===== config.mk =====
export PLATFORM = sky130hd
export DESIGN_NAME = ifetch_queue
export DESIGN_NICKNAME = d
export VERILOG_FILES = /design/src/rtl/ifetch_queue.sv
export SDC_FILE = /design/constraint.sdc
export NUM_CORES = 1
export LEC_CHECK = 0
export ABC_AREA = 1
export CAP_MARGIN = 20
export CORE_ASPECT_RATIO = 0.5
export CORE_MARGIN = 8
export CORE_UTILIZATION = 35
export CTS_CLUSTER_SIZE = 8
export DETAILED_ROUTE_END_ITERATION = 16
export GPL_TIMING_DRIVEN = 1
export PLACE_DENSITY = 0.61
export SYNTH_ARGS = -nofsm -noshare
export SYNTH_HDL_FRONTEND = slang
export SYNTH_SLANG_ARGS = --single-unit

===== constraint.sdc =====
create_clock -name clk -period 6.21 [get_ports clk]
set_input_delay 0.621 -clock clk [delete_from_list [all_inputs] [get_ports clk]]
set_output_delay 0.621 -clock clk [all_outputs]
set_load 0.005 [all_outputs]

===== src/rtl/ifetch_queue.sv =====
// Instruction fetch queue: issues sequential fetches, buffers responses with their PCs and
// flushes on redirect. Define IFQ_BYPASS_EN to forward responses to decode when the FIFO is empty.
module ifetch_queue #(
    parameter int unsigned     XLEN     = 32,
    parameter int unsigned     DEPTH    = 4,
    parameter logic [XLEN-1:0] RESET_PC = '0
) (
    input  logic            clk,
    input  logic            reset,
    output logic            imem_req,
    output logic [XLEN-1:0] imem_addr,
    input  logic            imem_gnt,
    input  logic            imem_rvalid,
    input  logic [XLEN-1:0] imem_rdata,
    input  logic            redirect,
    input  logic [XLEN-1:0] redirect_pc,
    output logic            inst_valid,
    input  logic            inst_ready,
    output logic [XLEN-1:0] inst_out,
    output logic [XLEN-1:0] inst_pc
);

    localparam int unsigned PW = $clog2(DEPTH);
    localparam int unsigned CW = PW + 1;
    localparam logic [CW:0] DepthC = (CW+1)'(DEPTH);

    typedef enum logic [0:0] {StBoot, StRun} state_e;

    state_e          state_q, state_d;
    logic [XLEN-1:0] fetch_pc_q, fetch_pc_d;
    logic [XLEN-1:0] rsp_pc_q, rsp_pc_d;
    logic [CW-1:0]   outstanding_q, outstanding_d;
    logic [CW-1:0]   discard_q, discard_d;
    logic [CW-1:0]   count_q, count_d;
    logic [PW-1:0]   wr_ptr_q, wr_ptr_d;
    logic [PW-1:0]   rd_ptr_q, rd_ptr_d;
    logic [XLEN-1:0] mem_pc_q [DEPTH];
    logic [XLEN-1:0] mem_inst_q [DEPTH];

    logic            grant, rsp, push, pop, bypass;
    logic [CW:0]     credit;
    logic [XLEN-1:0] target_pc;
    logic            unused_redirect_lsb;

    assign target_pc           = {redirect_pc[XLEN-1:2], 2'b00};
    assign unused_redirect_lsb = ^redirect_pc[1:0];

    always_comb begin
        state_d = state_q;
        unique case (state_q)
            StBoot:  state_d = StRun;
            StRun:   state_d = StRun;
            default: state_d = StRun;
        endcase

        // Queued plus in-flight never exceeds DEPTH, so a response always has a free slot.
        credit    = {1'b0, count_q} + {1'b0, outstanding_q};
        imem_req  = (state_q == StRun) && !redirect && (credit < DepthC);
        imem_addr = fetch_pc_q;
        grant     = imem_req && imem_gnt;
        rsp       = imem_rvalid && (outstanding_q != '0);

`ifdef IFQ_BYPASS_EN
        bypass = rsp && (discard_q == '0) && (count_q == '0) && !redirect;
`else
        bypass = 1'b0;
`endif

        inst_valid = (count_q != '0) || bypass;
        inst_out   = '0;
        inst_pc    = '0;
        if (count_q != '0) begin
            inst_out = mem_inst_q[rd_ptr_q];
            inst_pc  = mem_pc_q[rd_ptr_q];
        end else if (bypass) begin
            inst_out = imem_rdata;
            inst_pc  = rsp_pc_q;
        end

        pop  = (count_q != '0) && inst_ready;
        push = rsp && (discard_q == '0) && !(bypass && inst_ready);

        fetch_pc_d    = grant ? fetch_pc_q + XLEN'(4) : fetch_pc_q;
        rsp_pc_d      = (rsp && discard_q == '0) ? rsp_pc_q + XLEN'(4) : rsp_pc_q;
        discard_d     = (rsp && discard_q != '0) ? discard_q - CW'(1) : discard_q;
        outstanding_d = outstanding_q + CW'(grant) - CW'(rsp);
        count_d       = count_q + CW'(push) - CW'(pop);
        wr_ptr_d      = wr_ptr_q + PW'(push);
        rd_ptr_d      = rd_ptr_q + PW'(pop);

        // Everything still in flight after this edge belongs to the old stream.
        if (redirect) begin
            fetch_pc_d = target_pc;
            rsp_pc_d   = target_pc;
            discard_d  = outstanding_d;
            count_d    = '0;
            wr_ptr_d   = '0;
            rd_ptr_d   = '0;
        end
    end

    always_ff @(posedge clk or negedge reset) begin
        if (!reset) begin
            state_q       <= StBoot;
            fetch_pc_q    <= RESET_PC;
            rsp_pc_q      <= RESET_PC;
            outstanding_q <= '0;
            discard_q     <= '0;
            count_q       <= '0;
            wr_ptr_q      <= '0;
            rd_ptr_q      <= '0;
            for (int i = 0; i < int'(DEPTH); i++) begin
                mem_pc_q[i]   <= '0;
                mem_inst_q[i] <= '0;
            end
        end else begin
            state_q       <= state_d;
            fetch_pc_q    <= fetch_pc_d;
            rsp_pc_q      <= rsp_pc_d;
            outstanding_q <= outstanding_d;
            discard_q     <= discard_d;
            count_q       <= count_d;
            wr_ptr_q      <= wr_ptr_d;
            rd_ptr_q      <= rd_ptr_d;
            if (push && !redirect) begin
                mem_pc_q[wr_ptr_q]   <= rsp_pc_q;
                mem_inst_q[wr_ptr_q] <= imem_rdata;
            end
        end
    end

endmodule


# == After elaboration in Yosys (flattened, before gate mapping) ==
# Cells that the tools add are included.
# classes
addsub,10
n_mul,0
n_div,0
order_cmp,4
eq_ne,0
shift,0
muxes,21
bitwise_logic,2
reduce_logical,17
# op_table
cell,n
32-bit 2-to-1 mux,11
128-bit bitwise mux,2
32-bit binary-select mux with 2-bit select,2
32-bit by 3-bit adder with 32-bit output (second input constant),2
32-bit demux with 2-bit select,1
1-bit logical AND,9
3-bit 2-to-1 mux,3
3-bit nonzero test,3
3-bit by 1-bit adder with 3-bit output,2
3-bit >= comparator (second input constant),2
2-bit NOT with 3-bit output,2
2-bit nonzero test,3
3-bit by 1-bit subtractor with 3-bit output,2
2-bit by 1-bit adder with 2-bit output,2
3-bit by 3-bit adder with 4-bit output,1
4-bit by 3-bit < comparator with 1-bit output (second input constant),1
2-bit 2-to-1 mux,2
3-bit logical NOT,1
3-bit by 1-bit < comparator with 1-bit output (second input constant),1
3-bit by 1-bit subtractor with 3-bit output (second input constant),1
1-bit logical NOT,1
# totals
reg_bits,334
latchBits,0
ramBits,0
mem_bits_ro,0
in_bits,70
output_inout_bits,98
wordCells,70
mem_count,0

# == Depth between registers and ports, before layout ==
# Gate-level depths: netlist of the first run.
# depth
ltp_word,7
depth_mapped,13

# == Worst setup path before layout of the first run ==
# Ideal clock, no wire load.
# synth_timing
kind,register to register
start,reg count_q[1]
end,reg discard_q[2]
setup_time_ps,82
arrival_time_ps,2482
path_slack_ps,3646
path_stages_with_launch,14
synth_period_minus_slack_ps,2564
path_cell_list,dfrtp_1 ha_1 nand3_1 nand3_1 nor2_2 nand2_2 ha_1 inv_1 ha_1 fa_1 xor2_1 xor2_1 nand2_1 a31oi_1
# synth_via
elab_chain_cells,7
# synth_rtl
item,line_no,rtl
start: declaration,34,"logic [CW-1:0] count_q, count_d;"
start signal: assignment,122,count_q <= count_d;
3-bit by 3-bit adder with 4-bit output,57,"credit = {1'b0, count_q} + {1'b0, outstanding_q};"
4-bit by 3-bit < comparator with 1-bit output,58,imem_req = (state_q == StRun) && !redirect && (credit < DepthC);
1-bit logical AND,58,
net imem_req,10,"output logic imem_req,"
1-bit logical AND,60,grant = imem_req && imem_gnt;
3-bit by 1-bit adder with 3-bit output,86,outstanding_d = outstanding_q + CW'(grant) - CW'(rsp);
3-bit by 1-bit subtractor with 3-bit output,86,
net outstanding_d[2],32,"logic [CW-1:0] outstanding_q, outstanding_d;"
3-bit 2-to-1 mux,92,if (redirect) begin
end signal: assignment,121,discard_q <= discard_d;
end: declaration,33,"logic [CW-1:0] discard_q, discard_d;"
# The timed path passes the listed nets, and every way through them passes these cells.
# A chain may end at the register's enable or synchronous reset.

# == Final worst setup path of the first run ==
# layout_timing
start,reg rd_ptr_q[0]
end,out inst_pc[17]
# layout_via
elab_chain_cells,5
# layout_rtl
item,line_no,rtl
start: declaration,36,"logic [PW-1:0] rd_ptr_q, rd_ptr_d;"
start signal: assignment,124,rd_ptr_q <= rd_ptr_d;
2-bit NOT with 3-bit output (implied by the code),74,inst_pc = mem_pc_q[rd_ptr_q];
32-bit binary-select mux with 2-bit select,74,
32-bit 2-to-1 mux (implied by the code) (2 in a row),74,
32-bit 2-to-1 mux,72,if (count_q != '0) begin
end: declaration,20,output logic [XLEN-1:0] inst_pc
# No other way between the ends. The select of a mux whose other input is x is not followed.

==> results.md, run 1 <==
- The synthesized area per cell is a little under 8 sq um.
- The top cell type by total area after synthesis is sky130_fd_sc_hd__dfrtp_1.
- In this run switching power makes up between 30% and 40% of total power.
- The share of power burned in registers is a little under two fifths.
- The routed design has roughly 46000 um of wire.
- The tool flagged a number of max-cap violations equal to 0.
- The routed design could run at a clock period as short as approximately 4.2 ns.
- The maximum clock frequency is about 240 MHz.
- The final critical path takes up roughly 68% of the cycle.
- For this design, the CTS-stage hold fixing added 0 buffers.
- Pin placement for this block handled 168 I/O pins.
- The area fraction of the dominant cell type after synthesis is 50.25%.
- The measured slew at the worst slew-check pin is 1.027 ns.
- The maximum number of pins on one net before global-route repair is 153.
- The number of hold violations in the final report is 0.
- The cell internal power dissipation is between 4 and 5 mW.
- The number of clock buffers added by TritonCTS is 46.
- The sequential area share after synthesis is 50.25%.
- The critical path is of the reg -> out type.
- The overall via count from detail_route is 13832.
- Of the total power, the clock network draws 29.6%.
- The maximum root-to-sink buffer count is 3.
- The most used flip-flop cell after synthesis is sky130_fd_sc_hd__dfrtp_1.
- The detail-routed net length per standard cell is 16.37 um.
- Summing the areas of all compound-gate instances in the mapped netlist gives about 16% of the synthesized area.
- The final HPWL from detailed placement is 29180 um.
- The post-route setup TNS is 0 ns.
- The clock drives 322 sinks.
- The clock tree from TritonCTS is yes.
- Summing all placed instances gives a cell area of 17900 sq um.
- The tree is rooted in a sky130_fd_sc_hd__clkbuf_16.
- The synthesis warning total is 0.
- STA classifies the critical path endpoint as a primary output.
- The tightest min-delay check is of the in -> async type.
- The power density over the cells is 396.1 nW/um^2.
- The detailed router finished its first iteration with roughly 1200 violations.
- The share of synthesized area spent on multiplexers is 0%.
- After Yosys synthesis, and, or, nand and nor cells account for 23.67% of the synthesized area.
- The commonest cells after synthesis are sky130_fd_sc_hd__nand2_1, sky130_fd_sc_hd__nor2_1, sky130_fd_sc_hd__dfrtp_1.
- The count of different cell masters after synthesis is 36.
- The final worst clock skew is 0.01422 ns.
- The floorplan has 55 rows.
- The total area inside the core boundary comes to roughly 45000 sq um.
- The tightest slew margin relative to the limit is 31.56%.
- The flow ran to the end, and the final reports show no timing, DRC or antenna violations.
- Input and output buffers added on the ports amount to 161.
- The post-route antenna net violation count is 0.
- The final weighted congestion in routability-driven placement is 0.8978.
- The initial antenna violation count is 0.
- The depth of the CTS H-tree is 2.
- Among all cell types in the netlist, the one instantiated most often is sky130_fd_sc_hd__nand2_1.
- The worst setup path is launched from a flip-flop.
- The number of register bits inferred by synthesis is 322.
- Counting flops with an async set or reset pin after synthesis yields a share of 100.0%.
- Setup repair after global routing left no endpoint under its margin.
- The count of final setup violators is 0.
- On the final layout, the worst hold slack is around 0.16 ns.
- The share of total power dissipated in combinational logic is 33.0%.
- After clock tree synthesis, the clock-pin slew on the worst setup and hold paths is 0.05 ns.
- The fraction of the mapped netlist area in adder cells is 1.186%.
- The largest family of logic cells by synthesized area is simple AND/OR/NAND/NOR gates.
- The synthesized netlist cell count is roughly 2100.
- The growth of design area from synthesis to finish is 19.34%.
- The overall track demand over capacity in global routing is 16.84%.
- The arrival time of data at the critical path endpoint is 3.61 ns.
- The synthesized cell area is 16040 sq um.
- The area of the die is 53340 sq um.
- At the worst endpoint, the required time is 5.59 ns.
- The wire length of the first global-routing pass is 74260 um.
- IR analysis of the VDD net gives a maximum drop of 0.1672 mV.
- The die is 318.7 um wide.
- The number of gates given a new drive strength after cts is 0.
- The highest net fanout along the worst path is between 50 and 60.
- The antenna cell count is 0.
- Yosys mapped a number of flops with a built-in enable equal to 0.
- The clock network latency to the later pin of the worst-skew pair is 0.54 ns.
- The switching power total is ~2.6 mW.
- For this configuration, the core starts out at a cell density of 35.47%.
- The routed via count divided by cell count is 4.944.
- Before antenna repair, the detailed router went through 5 iterations.
- The fraction of layout instances using a drive strength above 1 is 3.909%.
- Yosys attributes the largest share of cell area to sky130_fd_sc_hd__dfrtp_1, sky130_fd_sc_hd__nand2_1, sky130_fd_sc_hd__o21ai_0.
- The remaining global-route overflow is 0.
- In this run the static leakage power is 8.589 nW.
- The detailed-route DRC error count is 0.
- The die is 167.4 um tall.
- The post-synthesis share of cell area spent on xor and xnor gates is 0.8739%.
- After routing the design area is 19140 sq um.
- The number of buffers inserted to repair setup after CTS is 0.
- The total count of max-transition violations in the final report came to 0.
- The number of global-route vias before repair is 13428.
- The number of cells on the worst reg-to-reg path is 10.
- For this run, the post-layout net count is 2281.
==> power by group through the flow <==
| stage | clock, mW | sequential [mW] | combinational, mW |
|---|---|---|---|
| after global placement | 0 | 2.85 | 2.52 |
| after floorplan | 0 | 2.74 | 1.50 |
| after global routing | 2.39 | 2.90 | 2.85 |
| after detailed placement | 0 | 2.86 | 2.55 |
| final | 2.24 | 2.84 | 2.50 |
| after CTS | 2.30 | 2.84 | 2.55 |
==> placed cells by master (no fill, tap or decap), types with 2 or more instances in the layout <==
| cell type | netlist | routed |
|---|---|---|
| sky130_fd_sc_hd__nand3_4 | 1 | 2 |
| sky130_fd_sc_hd__xnor2_1 | 4 | 4 |
| sky130_fd_sc_hd__nand2_1 | 493 | 493 |
| sky130_fd_sc_hd__nand3_1 | 80 | 80 |
| sky130_fd_sc_hd__conb_1 | 2 | 5 |
| sky130_fd_sc_hd__inv_1 | 151 | 151 |
| sky130_fd_sc_hd__a31oi_1 | 2 | 2 |
| sky130_fd_sc_hd__ha_1 | 12 | 12 |
| sky130_fd_sc_hd__buf_4 | 12 | 13 |
| sky130_fd_sc_hd__nand2_4 | 1 | 3 |
| sky130_fd_sc_hd__o21ai_1 | 123 | 123 |
| sky130_fd_sc_hd__or2_2 | 3 | 3 |
| sky130_fd_sc_hd__clkbuf_16 | 0 | 49 |
| sky130_fd_sc_hd__nor2_1 | 351 | 350 |
| sky130_fd_sc_hd__dfrtp_1 | 322 | 320 |
| sky130_fd_sc_hd__o21ai_2 | 2 | 2 |
| sky130_fd_sc_hd__nand4_1 | 7 | 7 |
| sky130_fd_sc_hd__a21oi_1 | 71 | 71 |
| sky130_fd_sc_hd__clkdlybuf4s50_1 | 0 | 159 |
| sky130_fd_sc_hd__xor2_1 | 12 | 12 |
| sky130_fd_sc_hd__o21ai_0 | 284 | 284 |
| sky130_fd_sc_hd__nor3_1 | 14 | 14 |
| sky130_fd_sc_hd__o211ai_1 | 19 | 19 |
| sky130_fd_sc_hd__o21bai_1 | 3 | 3 |
| sky130_fd_sc_hd__fa_1 | 2 | 2 |
==> kinds of logic (layout without fill, tap and decap cells) <==
kind of cell | Yosys count | count (layout)
simple gates | 957 | 957
compound gates | 507 | 507
flops | 322 | 322
buf+inv | 269 | 379
xor+xnor | 16 | 16
fa+ha+maj | 14 | 14
other cells | 2 | 5
==> metal layers <==
layer / up-vias / track usage, % / part of all wire [%]
met2: 302 / 27.00 / 46
met5: - / 0 / 0
met1: 6537 / 22.69 / 46
li1: 6917 / - / -
met3: 76 / 4.006 / 5.8
met4: 0 / 4.751 / 2.4
==> per-stage QoR <==
stage               total power [mW]  std cells  util, %  setup slack [ns]
detailed placement             5.410       2747    39.59             2.491
finish                         7.580       2798    42.33             1.977
floorplan                      4.241       2090        -             3.646
global route                   8.142       2798    42.33             1.775
global placement               5.371       2747    39.59             2.518
CTS                            7.693       2798    42.33             1.923
==> final timing paths <==
check,slack (ns),to,from
max,1.98,inst_pc[17],rd_ptr_q[0]
min,0.16,rsp_pc_q[3],reset
max reg2reg,3.07,mem_inst_q[86],discard_q[0]
min reg2reg,0.48,mem_inst_q[22],mem_inst_q[22]
max in group asynchronous,4.63,mem_inst_q[111],reset
min in group clk,0.44,count_q[2],redirect
==> sequential cells by signal, summed over array words and instances (netlist names), 2 cells and up <==
register and flops:
mem_inst_q 128, mem_pc_q 120, imem_addr 30, rsp_pc_q 30, count_q 3, discard_q 3, outstanding_q 3, rd_ptr_q 2
wr_ptr_q 2
==> area by class of cell <==
cell class	instances	area [sq um]
flip-flops and latches	322	8063
well taps	598	748.2
clock buffers	50	1230
multi-input cells	1499	6783
inverters	153	575.6
clock inverters	1	8.758
repair buffers	175	1729
fillers	4630	26080
==> worst max-delay path, stage by stage, from the launching register on <==
cell and delay (ns):
sky130_fd_sc_hd__dfrtp_4 0.73, sky130_fd_sc_hd__inv_2 0.72, sky130_fd_sc_hd__buf_4 0.56, sky130_fd_sc_hd__o21ai_0 0.17, sky130_fd_sc_hd__a21oi_1 0.28, sky130_fd_sc_hd__clkdlybuf4s50_1 0.56
(Power assumes the default switching activity.)
==> run 2, diff against run 1 <==
--- a/config.mk
+++ b/config.mk
@@ -13,7 +13,7 @@
 export CTS_CLUSTER_SIZE = 8
 export DETAILED_ROUTE_END_ITERATION = 16
 export GPL_TIMING_DRIVEN = 1
-export PLACE_DENSITY = 0.61
+export PLACE_DENSITY = 0.63
 export SYNTH_ARGS = -nofsm -noshare
 export SYNTH_HDL_FRONTEND = slang
 export SYNTH_SLANG_ARGS = --single-unit
==> constraint.sdc (replaced) <==
create_clock -name clk -period 3.54 [get_ports clk]
set_input_delay 0.354 -clock clk [delete_from_list [all_inputs] [get_ports clk]]
set_output_delay 0.354 -clock clk [all_outputs]
set_load 0.005 [all_outputs]
==> run 2 against run 1 <==
  * Via count grew 1.6%
  * Critical endpoint is now inst_out[30]
  * Count of clock-buffer cells in the layout is the same
  * Power grew 76%
  * Wire length grew 1.9%
  * Combinational power grew 81%
  * Highest routed layer unchanged
==> results.md, run 2 (synthesized netlist as in run 1, its figures left out) <==
- The fraction of layout instances using a drive strength above 1 is 4.511%.
- The share of total power dissipated in the clock network is 29.0%.
- The critical path is of the reg -> out type.
- The post-route antenna net violation count is 0.
- The area of the die is 53340 sq um.
- The number of global-route vias before repair is 13948.
- The critical path launch point type is a flip-flop.
- The largest registers in the layout are mem_inst_q: 128 flops, mem_pc_q: 120 flops.
- The total area inside the core boundary comes to 45210 sq um.
- Buffers placed on the I/O ports in this run total 161.
- The final wirelength is 46650 um.
- The data required time at the worst endpoint is 3.19 ns.
- Setup repair after global routing left no endpoint under its margin.
- The measured slew at the worst slew-check pin is 0.7453 ns.
- The overall track demand over capacity in global routing is 17.36%.
- Setup total negative slack on the finished layout was measured at 0 ns.
- The length of the first detailed-routing pass in iterations is 5.
- Post-CTS timing repair inserted 0 buffers for setup.
- The detail-routed net length per standard cell is 16.57 um.
- In this run, post-CTS repair resized a total of 0 instances.
- Entering global routing, the biggest net connects 88 pins.
- The total clock sinks is around 320.
- The switching power total is around 4.6 mW.
- The total count of max-transition violations in the final report is 0.
- The worst path uses 92.98% of the clock period.
- The highest net fanout along the worst path is 54.
- The sink of the worst hold path is count_q[2].
- The critical register-to-register path startpoint is count_q[1].
- The utilization after layout is around 43%.
- For this design the ratio of total power to cell area is approximately 690 nW/um^2.
- Leaving out fill and tap cells, the most frequent cell in the layout is sky130_fd_sc_hd__nand2_1.
- The tightest slew margin relative to the limit is approximately half.
- Sequential cells account for 37.1% of the total power.
- Pin placement for this block handled 168 I/O pins.
- The part of the total power dissipated in combinational logic is about a third.
- The setup check on the worst reg-to-reg path leaves a slack of 0.74 ns.
- Counting instances, the worst hold path has a depth of 2.
- The worst voltage drop across the vdd grid is 0.4301 mV.
- For this configuration, the core starts out at a cell density of 35.47%.
- For the finished layout, the period the worst path requires is 3.291 ns.
- The final route contains 14054 vias.
- The clock network latency to the later pin of the worst-skew pair is between 0.5 and 0.6 ns.
- Setup slack closes at 0.2485 ns.
- Ranked by flip-flop count, first place goes to mem_inst_q.
- The clock input transition at the sequential cells of the worst setup and hold paths is approximately 0.05 ns.
- Dividing the detail-routed via count by the number of cells gives 4.993.
- The detailed-route DRC error count is 0.
- The run finished with clean final reports.
- The type of the worst min-delay path is in -> reg.
- Internal power comes to 8.707 mW.
- The number of hold violations in the final report is 0.
- The antenna cell count is 0.
- Data on the critical path arrives at its endpoint at 2.94 ns.
- Net switching is 34.79% of the power.
- The tool flagged a number of max-cap violations equal to 0.
- Clock tree synthesis inserted a total of 46 buffers.
- The number of nets in the finished design is 2297.
- The final HPWL from detailed placement is 30810 um.
- The floorplan has 55 rows.
- In this run the number of H-tree levels came out at 2.
- The DRC marker count from the first detailed-route iteration is 1310.
- From synthesis to final layout, the design area changed by 20.43%.
- The reported leakage power is 8.679 nW.
- The clock tree root buffer cell is sky130_fd_sc_hd__clkbuf_16.
- The longest clock path from root to sink contains 3 buffers.
- The count of final setup violators is 0.
- The critical hold path startpoint is redirect.
- The number of cells on the worst reg-to-reg path is 13.
- The wire length of the first global-routing pass is 76490 um.
- The endpoint identified for the worst register-to-register timing path is discard_q[2].
- The final worst clock skew is 0.01891 ns.
- The die is 318.7 um wide.
- The critical path endpoint category is a primary output.
- The initial antenna violation count was 0.
- Leaving out fill and tap cells, the most frequent cells in the layout are sky130_fd_sc_hd__nand2_1, sky130_fd_sc_hd__nor2_1, sky130_fd_sc_hd__dfrtp_1.
- Static timing analysis puts the maximum clock frequency at 303.8 MHz.
- The remaining global-route overflow is 0.
- The final weighted congestion in routability-driven placement is 0.8937.
- The worst slack after detailed placement is roughly 0.73 ns.
- The die outline height is 167.4 um.
- The number of flip-flops under the largest register name is about 130.
- The clock tree from TritonCTS is yes.
-- run 2: cell count changes in the layout (fill, tap and decap cells not counted), moves of 2 or more --
cell / change
sky130_fd_sc_hd__clkbuf_1: +2
sky130_fd_sc_hd__buf_12: +7
sky130_fd_sc_hd__clkbuf_16: -2
sky130_fd_sc_hd__buf_4: +8
-- run 2: worst max-delay path by stage --
stage,from,to,slack [ns],cells after the start
global route,rd_ptr_q[0],inst_out[30],0.05,6
detailed placement,count_q[1],discard_q[2],0.73,13
floorplan,count_q[1],discard_q[2],0.98,13
CTS,rd_ptr_q[0],inst_pc[13],0.20,6
finish,rd_ptr_q[0],inst_out[30],0.25,5
global placement,count_q[1],discard_q[2],0.75,13
-- run 2: per-stage QoR --
step	hold WS, ns	std cells	total power, mW	area (sq um)
3_5_place_dp	0.4200	2762	9.580	18100
3_3_place_gp	0.4172	2762	9.502	18100
2_1_floorplan	0.05841	2090	7.440	16050
5_1_grt	0.2500	2815	14.32	19310
6_report	0.2345	2815	13.35	19310
4_1_cts	0.2226	2815	13.52	19310
-- run 2: power groups by stage --
stage                     logic [mW]  clock network [mW]  registers [mW]
after floorplan                 2.63                   0            4.81
after global placement          4.52                   0            4.98
after detailed placement        4.57                   0            5.01
after CTS                       4.60                3.97            4.96
after global routing            5.15                4.10            5.07
final                           4.53                3.87            4.96
-- run 2: what timing repair did --
item                                    in CTS  in global routing
hold buffers                                 1                  0
endpoints found under the setup margin       0                  0
endpoints found under the hold margin       83                  0
-- run 2: area by class of cell --
type                    instances  area (sq um)
fillers                      4538         25900
flip-flops and latches        322          8063
multi-input cells            1499          6783
repair buffers                191          1939
clock buffers                  50          1187
well taps                     598         748.2
inverters                     153         574.3
clock inverters                 2         16.27
-- run 2: metal layers --
| layer | vias up | global-route usage (%) | share of wire (%) |
|---|---|---|---|
| met5 | - | 0 | 0 |
| met4 | 0 | 5.222 | 2.4 |
| met3 | 79 | 3.092 | 5.5 |
| met2 | 349 | 28.16 | 46 |
| met1 | 6662 | 23.63 | 46 |
| li1 | 6964 | - | - |
-- run 2: critical path, cell delays in order, from the launching register on --
cell	delay [ns]
sky130_fd_sc_hd__dfrtp_4	0.64
sky130_fd_sc_hd__inv_2	0.14
sky130_fd_sc_hd__buf_4	0.47
sky130_fd_sc_hd__o21ai_0	0.22
sky130_fd_sc_hd__a21oi_1	0.32
sky130_fd_sc_hd__clkdlybuf4s50_1	0.58
==> run 3, diff against run 2 <==
--- a/config.mk
+++ b/config.mk
@@ -13,7 +13,6 @@
 export CTS_CLUSTER_SIZE = 8
 export DETAILED_ROUTE_END_ITERATION = 16
 export GPL_TIMING_DRIVEN = 1
-export PLACE_DENSITY = 0.63
 export SYNTH_ARGS = -nofsm -noshare
 export SYNTH_HDL_FRONTEND = slang
 export SYNTH_SLANG_ARGS = --single-unit
==> run 3 against run 2 <==
  * Fmax grew 1.7%
  * Highest routed layer unchanged
  * Wire length is essentially flat
  * Hold slack gained 0.17 ns
  * Sequential share of layout area is the same
  * Clock skew grew 0.0012 ns
  * Sequential power is essentially flat
  * Non-clock buffer count shrank 3
  * Flip-flop and latch count is the same
  * First-iteration DRC count shrank 16%
  * Power shrank 0.23%
  * Core utilization is the same
  * Via count is essentially flat
==> results.md, run 3 (synthesized netlist as in run 1, its figures left out) <==
- ~170 I/O pins were placed.
- The initial standard-cell utilization of the core is a little over a third.
- The clock input transition at the sequential cells of the worst setup and hold paths is 0.05 ns.
- The tightest slew margin relative to the limit is 34.77%.
- For this run, the share of the core covered by cells in the final layout is 42.71%.
- For this run, the number of standard cells in the final layout without fillers is 2812.
- The area of the die is 53340 sq um.
- TritonCTS created 46 clock buffers.
- For hold timing, the worst endpoint is count_q[2].
- The routed design could run at a clock period as short as 3.236 ns.
- The clock network latency to the later pin of the worst-skew pair is 0.55 ns.
- The depth of the CTS H-tree is 2.
- The number of flip-flops under the largest register name is 128.
- Counting flops per register, the top entry is mem_inst_q.
- In the final layout, the registers with the most flip-flops are mem_inst_q: 128 flops, mem_pc_q: 120 flops.
- Dividing the detail-routed via count by the number of cells gives roughly 5.
- Before CTS, the worst setup slack after placement is roughly 0.7 ns.
- The clock tree root buffer cell is sky130_fd_sc_hd__clkbuf_16.
- The routed layout has ~14000 vias.
- The hold path depth is 3.
- The remaining global-route overflow is 0.
- The worst voltage drop across the vdd grid is 0.3227 mV.
- In this run the power density over the cells is about 690 nW/um^2.
- After the first detailed-routing iteration, the DRC count stood at 1106.
- Dividing the final minimum period by the clock period gives 91.40%.
- Setup repair after global routing left no endpoint under its margin.
- The switching power total is between 4 and 5 mW.
- The critical register-to-register path startpoint is count_q[1].
- The detail-routed net length per standard cell is 16.59 um.
- Entering global routing, the biggest net connects 125 pins.
- The initial antenna violation count is 0.
- The worst setup path is captured at a primary output.
- The reported leakage power is 8.683 nW.
- In this run the critical register-to-register path is captured at discard_q[2].
- The final worst clock skew is 0.02016 ns.
- The post-route setup TNS is 0 ns.
- The number of nets in the finished design is 2294.
- The wire length of the first global-routing pass is ~76000 um.
- The share of power burned in registers is a little under two fifths.
- The total clock sinks is 322.
- The final wirelength is between 40000 and 50000 um.
- The floorplan step defined a core boundary enclosing about 45000 sq um.
- The post-placement cell count is 2759.
- Data arrives at the worst endpoint at 2.88 ns.
- The library cells used most frequently in the layout, excluding fill and tap cells, are sky130_fd_sc_hd__nand2_1, sky130_fd_sc_hd__nor2_1, sky130_fd_sc_hd__dfrtp_1.
- Leaving out fill and tap cells, the most frequent cell in the layout is sky130_fd_sc_hd__nand2_1.
- The setup slack on the worst flop-to-flop path is 0.70 ns.
- The max-capacitance violation count is 0.
- The critical path class is reg -> out.
- Along the worst path, the maximum fanout reaches 52.
- The number of hold violations in the final report was 0.
- The minimum setup slack in the final design is 0.3043 ns.
- In the global route stage, overall resource usage came out at 17.28%.
- With fillers left out, the area of the finished cells amounts to 19310 sq um.
- Overall power consumption after layout is estimated at 13.32 mW.
- The smallest hold slack is 0.4041 ns.
- The antenna cell count is 0.
- The die outline height is ~170 um.
- At the worst endpoint, the required time is 3.19 ns.
- The cell internal power dissipation is 8.680 mW.
- The final HPWL from detailed placement is 30170 um.
- The die width is 318.7 um.
- The clock network accounts for between 20 and 30% of the total power.
- The worst setup path is launched from a flip-flop.
- The growth of design area from synthesis to finish is 20.43%.
- The clock tree from TritonCTS is yes.
- The measured slew at the worst slew-check pin is 0.9784 ns.
- The total count of max-transition violations in the final report is 0.
- The path class of the tightest hold or removal check is in -> reg.
- The detail route stage leaves a number of antenna-violating nets equal to 0.
- The number of global-route vias before repair was 13798.
- The number of buffers inserted to repair setup after CTS is 0.
- The number of gates given a new drive strength after cts is 0.
- The number of cells on the worst reg-to-reg path is 13.
- Net switching is 34.84% of the power.
- For this run, the top clock speed supported by timing is 309.1 MHz.
- The clock passes through at most 3 buffers.
- For this run, design rule violations remaining after detail routing come to 0.
- Setup violations remaining at the end of the flow were counted as 0.
- The post-route netlist has 4.426% of its cells at a drive strength greater than 1.
- The critical hold path startpoint is redirect.
- The part of the total power dissipated in combinational logic is between 30% and 40%.
- The run finished with clean final reports.
- The number of hold-repair buffers added at the cts stage is 1.
- The final weighted congestion in routability-driven placement is 0.8936.
- In this run the cell area measured after placement is ~18000 sq um.
- During placement, the flow inserted port buffers numbering 161.
- The length of the first detailed-routing pass in iterations is 6.
- The number of core rows is 55.
==> run 3: cell count changes in the layout (fill, tap and decap cells not counted) <==
cell                         previous run  this run
sky130_fd_sc_hd__buf_4                 21        16
sky130_fd_sc_hd__buf_12                 8        10
sky130_fd_sc_hd__clkbuf_1               3         2
sky130_fd_sc_hd__clkbuf_16             47        46
sky130_fd_sc_hd__clkinv_4               0         1
sky130_fd_sc_hd__clkinv_8               0         1
sky130_fd_sc_hd__clkinvlp_4             1         0
sky130_fd_sc_hd__inv_6                  1         2
==> run 3: routing by layer <==
layer / wire, um / global-route usage, % / share of wire (%) / up-vias
li1: - / - / - / 6977
met2: 21310 / 27.92 / 46 / 332
met1: 21850 / 23.79 / 47 / 6670
met3: 2439 / 3.104 / 5.2 / 72
met4: 1050 / 4.731 / 2.3 / 0
met5: 0 / 0 / 0 / -
==> run 3: power groups by stage <==
| stage | combinational (mW) | sequential (mW) | clock (mW) |
|---|---|---|---|
| floorplan | 2.63 | 4.81 | 0 |
| global route | 5.11 | 5.07 | 4.11 |
| detailed placement | 4.57 | 5.01 | 0 |
| finish | 4.51 | 4.96 | 3.85 |
| CTS | 4.59 | 4.96 | 3.95 |
| global placement | 4.52 | 4.99 | 0 |
==> run 3: worst max path at each step <==
stage | startpoint | to | slack, ns
after floorplan | count_q[1] | discard_q[2] | 0.98
final | rd_ptr_q[0] | inst_pc[17] | 0.30
after CTS | rd_ptr_q[0] | inst_pc[24] | 0.28
after detailed placement | count_q[1] | discard_q[2] | 0.70
after global routing | rd_ptr_q[0] | inst_pc[21] | 0.15
after global placement | count_q[1] | discard_q[2] | 0.74
==> run 3: layout make-up <==
| class | instances | area, sq um |
|---|---|---|
| multi-input combinational | 1499 | 6783 |
| tap | 598 | 748.2 |
| fill | 4566 | 25900 |
| clock buffer | 48 | 1159 |
| clock inverter | 4 | 42.54 |
| timing repair buffer | 188 | 1942 |
| inverter | 153 | 574.3 |
| sequential | 322 | 8063 |
==> run 3: critical path, stage by stage (launching register included) <==
cell,delay (ns)
sky130_fd_sc_hd__dfrtp_4,0.67
sky130_fd_sc_hd__inv_2,0.16
sky130_fd_sc_hd__buf_4,0.47
sky130_fd_sc_hd__o21ai_0,0.19
sky130_fd_sc_hd__a21oi_1,0.26
sky130_fd_sc_hd__clkdlybuf4s50_1,0.56
